File: src/rtl/wb_sram_arb2.sv
// wb_sram_arb2: two-master Wishbone round-robin arbiter in front of one
// slave port (normally the 16-bit SRAM bridge). The grant is registered and
// held for the whole cyc of the owning master, so bursts are never split.
// Optional build macro WB_ARB_TIMEOUT_EN adds a stalled-strobe watchdog that
// errors the owning master and fences the slave until that master drops cyc.
module wb_sram_arb2 #(
   parameter int adr_width = 32,
   parameter int dat_width = 32,
   parameter int timeout   = 255
) (
   input  logic                   clk,
   input  logic                   reset_n,
   input  logic [adr_width-1:0]   m0_adr_i,
   input  logic [dat_width-1:0]   m0_dat_i,
   output logic [dat_width-1:0]   m0_dat_o,
   input  logic [dat_width/8-1:0] m0_sel_i,
   input  logic                   m0_we_i,
   input  logic                   m0_cyc_i,
   input  logic                   m0_stb_i,
   output logic                   m0_ack_o,
   output logic                   m0_err_o,
   input  logic [adr_width-1:0]   m1_adr_i,
   input  logic [dat_width-1:0]   m1_dat_i,
   output logic [dat_width-1:0]   m1_dat_o,
   input  logic [dat_width/8-1:0] m1_sel_i,
   input  logic                   m1_we_i,
   input  logic                   m1_cyc_i,
   input  logic                   m1_stb_i,
   output logic                   m1_ack_o,
   output logic                   m1_err_o,
   output logic [adr_width-1:0]   s_adr_o,
   output logic [dat_width-1:0]   s_dat_o,
   output logic [dat_width/8-1:0] s_sel_o,
   output logic                   s_we_o,
   output logic                   s_cyc_o,
   output logic                   s_stb_o,
   input  logic [dat_width-1:0]   s_dat_i,
   input  logic                   s_ack_i,
   input  logic                   s_err_i,
   output logic [1:0]             gnt_o
);

   // Encoding doubles as the one-hot grant vector seen on gnt_o.
   typedef enum logic [1:0] {
      IDLE = 2'b00,
      GNT0 = 2'b01,
      GNT1 = 2'b10
   } state_t;

   state_t state, state_next;
   logic   last_m1;
   logic   blocked;
   logic   hit;

`ifdef WB_ARB_TIMEOUT_EN
   logic [7:0] cnt;

   // The watchdog fires on the stalled cycle that would bring the count to timeout.
   assign hit = s_stb_o & ~s_ack_i & ~s_err_i & (cnt == 8'(timeout - 1));

   // Stall counter and slave fence; both are released whenever the grant moves.
   always_ff @(posedge clk or negedge reset_n) begin
      if (!reset_n) begin
         cnt     <= 8'd0;
         blocked <= 1'b0;
      end else begin
         if (state_next != state || s_ack_i || s_err_i) begin
            cnt <= 8'd0;
         end else if (s_stb_o) begin
            cnt <= cnt + 8'd1;
         end
         if (state_next != state) begin
            blocked <= 1'b0;
         end else if (hit) begin
            blocked <= 1'b1;
         end
      end
   end
`else
   logic [7:0] unused_timeout;
   assign unused_timeout = 8'(timeout);
   assign hit     = 1'b0;
   assign blocked = 1'b0;
`endif

   // Grant register plus the round-robin memory of who was served last.
   always_ff @(posedge clk or negedge reset_n) begin
      if (!reset_n) begin
         state   <= IDLE;
         last_m1 <= 1'b1;
      end else begin
         state <= state_next;
         if (state_next == GNT0) begin
            last_m1 <= 1'b0;
         end else if (state_next == GNT1) begin
            last_m1 <= 1'b1;
         end
      end
   end

   // Arbitration: hold while the owner keeps cyc, otherwise hand over or idle.
   always_comb begin
      state_next = state;
      case (state)
         IDLE: begin
            if (m0_cyc_i && m1_cyc_i) begin
               state_next = last_m1 ? GNT0 : GNT1;
            end else if (m0_cyc_i) begin
               state_next = GNT0;
            end else if (m1_cyc_i) begin
               state_next = GNT1;
            end
         end
         GNT0: begin
            if (!m0_cyc_i) begin
               state_next = m1_cyc_i ? GNT1 : IDLE;
            end
         end
         GNT1: begin
            if (!m1_cyc_i) begin
               state_next = m0_cyc_i ? GNT0 : IDLE;
            end
         end
         default: state_next = IDLE;
      endcase
   end

   // Slave-side request mux; m0 is the idle default with the bus cycle parked.
   always_comb begin
      s_adr_o = m0_adr_i;
      s_dat_o = m0_dat_i;
      s_sel_o = m0_sel_i;
      s_we_o  = m0_we_i;
      s_cyc_o = 1'b0;
      s_stb_o = 1'b0;
      case (state)
         GNT0: begin
            s_cyc_o = m0_cyc_i & ~blocked;
            s_stb_o = m0_stb_i & ~blocked;
         end
         GNT1: begin
            s_adr_o = m1_adr_i;
            s_dat_o = m1_dat_i;
            s_sel_o = m1_sel_i;
            s_we_o  = m1_we_i;
            s_cyc_o = m1_cyc_i & ~blocked;
            s_stb_o = m1_stb_i & ~blocked;
         end
         default: ;
      endcase
   end

   // Terminations go only to the owner; read data is broadcast to both.
   always_comb begin
      m0_ack_o = (state == GNT0) & s_ack_i & ~blocked;
      m1_ack_o = (state == GNT1) & s_ack_i & ~blocked;
      m0_err_o = (state == GNT0) & ((s_err_i & ~blocked) | hit);
      m1_err_o = (state == GNT1) & ((s_err_i & ~blocked) | hit);
      m0_dat_o = s_dat_i;
      m1_dat_o = s_dat_i;
      gnt_o    = state;
   end

endmodule

File: config.mk
export PLATFORM = sky130hd
export DESIGN_NAME = wb_sram_arb2
export DESIGN_NICKNAME = d
export VERILOG_FILES = /design/src/rtl/wb_sram_arb2.sv
export SDC_FILE = /design/constraint.sdc
export NUM_CORES = 1
export LEC_CHECK = 0
export ABC_AREA = 0
export CORE_AREA = 5 5 121 123
export CTS_CLUSTER_DIAMETER = 100
export DETAILED_ROUTE_END_ITERATION = 16
export DIE_AREA = 0 0 126 128
export PLACE_DENSITY = 0.55
export SYNTH_ARGS = -nofsm -noshare
export SYNTH_HDL_FRONTEND = slang
export SYNTH_SLANG_ARGS = --single-unit
File: constraint.sdc
create_clock -name clk -period 2.49 [get_ports clk]
set_input_delay 0.3735 -clock clk [delete_from_list [all_inputs] [get_ports clk]]
set_output_delay 0.3735 -clock clk [all_outputs]
set_load 0.03 [all_outputs]
==> impl_metrics.json <==
{
  "drtIter0Drc": 51,
  "netlist_area_sq_um": 1647,
  "min_path_type": "input port to asynchronous set/reset pin",
  "routedWlPerCell_um": 19.10,
  "area_growth_pct": 116.4,
  "clock_path_buffers": 2,
  "viasPerCell": 3.661,
  "yosysMostFrequentCell": "buf_4",
  "die_h_um": 128,
  "cts_buffers": 3,
  "yosysWarningCount": 0,
  "yosysTopAreaCellShare_pct": 47.87,
  "yosys.area_share.simple_pct": 3.267,
  "ir_worst_vdd_mv": 0.2538,
  "dpl_worst_slack_ps": 216.6,
  "fin_cells": 516,
  "grtUsageTotal_pct": 10.95,
  "antenna_found_initial": 2,
  "fin_tns_setup_ps": 0,
  "clk_pin_slew_worst_paths_ps": 30,
  "synthTopCellsByArea": "mux2_2, buf_4, ha_1",
  "synth_edf_count": 0,
  "synth_mux_area_share_pct": 49.39,
  "finalClockSkew_ps": 2.587,
  "critPathKind": "flip-flop to primary output",
  "worst_pin_slew_ps": 351.7,
  "die_w_um": 126,
  "layout_min_cycle_time_ps": 2400,
  "timing.rr.end": "last_m1",
  "die_area_sq_um": 16130,
  "first_pass_iters": 3,
  "hold_viol_final": 0,
  "io_buffers": 222,
  "tritoncts": "done",
  "start_util_pct": 12.14,
  "drc": 0,
  "fmax_mhz": 416.7,
  "dpl.hpwl_mm": 8.873,
  "detail-route-antenna-nets": 0,
  "setup_ws_ps": 90.22,
  "synth_top_area_cell": "mux2_2",
  "seq_area_frac_synth_pct": 4.635,
  "holdWs_ps": 348.1,
  "r2r_cells": 6,
  "yosys.area_share.adder_pct": 4.559,
  "cts_resized": 19,
  "finalMaxSlewViolations": 0,
  "htreeDepth": 1,
  "final_net_count": 519,
  "crit_path_max_fanout": 6,
  "critPathRequiredTime_ps": 2120,
  "period_share_pct": 96.38,
  "clk_latency_ps": 220,
  "synth-compound-area-share_pct": 4.787,
  "reg2reg_slack_ps": 750,
  "grt_first_pass_wirelength_mm": 13.48,
  "status": "finished clean",
  "synthXorXnorAreaFrac_pct": 0,
  "synth_flop_cell": "dfrtp_1",
  "crit_arrival_ps": 2030,
  "postCtsSetupRepairBufs": 0,
  "cts.sinks": 3,
  "synth_cells": 174,
  "slew_headroom_pct": 76.48,
  "async_flop_share_pct": 100.0,
  "rows": 43,
  "power_leakage_nw": 1.429,
  "avgSynthCellArea_sq_um": 9.463,
  "cp-start-kind": "flip-flop",
  "ioPinCount": 319,
  "synth_cell_types": 20,
  "grt-ovfl-total": 0,
  "grt_pass1_vias": 2137,
  "yosys-top-cells-count": "buf_4, mux2_2, ha_1",
  "power_density_nw_per_um2": 762.8,
  "setup_viol": 0,
  "synth_top_family_by_area": "multiplexers",
  "grt_max_degree": 34,
  "rsz0062_at_grt": "false",
  "dp.cells": 510,
  "routed_wl_mm": 9.857,
  "gp_congestion": 0.8718,
  "fp.coreArea_sq_um": 13560,
  "vias": 1889,
  "drive_gt1_share_pct": 40.12,
  "hold_buffers": 0,
  "cap_violations": 0,
  "synth_fp_nets": 358,
  "p_total_mw": 2.718,
  "synth_seq_cells": 3,
  "cts-root-buf": "clkbuf_16",
  "crit_path_end_kind": "primary output",
  "rr_startpoint": "gnt_o[1]"
}
[logic make-up (layout without fill, tap and decap cells)]
group / after synthesis / count (layout)
AO/OA/AOI/OAI: 9 / 9
adder cells (fa/ha/maj): 6 / 6
buffers and inverters: 75 / 235
flip-flops: 3 / 3
multiplexers: 72 / 72
other: 0 / 2
AND/OR/NAND/NOR: 9 / 9
[critical path: stages (launching register included)]
cell	delay [ps]
dfrtp_1	370
inv_1	160
ha_4	180
buf_4	160
mux2_2	340
clkdlybuf4s50_1	590
[per-stage QoR]
| step | area, sq um | util, % |
|---|---|---|
| 4_1_cts | 3556 | 26.23 |
| 3_5_place_dp | 3501 | 25.82 |
| 2_1_floorplan | 1647 | - |
| 3_3_place_gp | 3501 | 25.82 |
| 5_1_grt | 3563 | 26.28 |
| 6_report | 3563 | 26.28 |
[layer usage]
| metal | up-vias | part of all wire, % | global-route usage (%) |
|---|---|---|---|
| li1 | 862 | - | - |
| met3 | 22 | 10 | 3.500 |
| met1 | 843 | 36 | 11.30 |
| met5 | - | 0 | 0 |
| met2 | 162 | 51 | 20.69 |
| met4 | 0 | 2.9 | 3.975 |
[layout make-up]
type	count	area, sq um
Antenna cell	2	5.005
Clock buffer	4	78.83
Fill cell	1454	9995
Inverter	3	11.26
Multi-Input combinational cell	96	1033
Sequential cell	3	76.32
Tap cell	180	225.2
Timing Repair Buffer	228	2133
[power by group]
part           internal [mW]  switching [mW]  leakage [nW]
clock network          0.211          0.0429        0.0382
registers             0.0751          0.0194        0.0359
logic                   1.09            1.28          1.35
total                   1.38            1.34          1.43
[placed cells by master (no fill, tap or decap), drive strengths merged, types with 3 or more instances in the layout]
cell type and n:
dlygate4sd2 19, and2 4, clkbuf 4, inv 3, clkdlybuf4s50 152, ha 6
buf 56, mux2 71
[sequential cells by signal (all words and copies together) (netlist names)]
signal / flops
gnt_o: 2
last_m1: 1
[how the worst max path moves through the flow]
| stage | from | endpoint | slack [ps] |
|---|---|---|---|
| final | gnt_o[0] | s_adr_o[0] | 90 |
| after detailed placement | gnt_o[0] | s_dat_o[6] | 220 |
| after global routing | gnt_o[0] | s_adr_o[0] | 10 |
| after floorplan | gnt_o[0] | last_m1 | 480 |
| after global placement | gnt_o[0] | s_dat_o[0] | 280 |
| after CTS | gnt_o[0] | s_dat_o[30] | 3 |
Power figures use the tool's default switching activity.
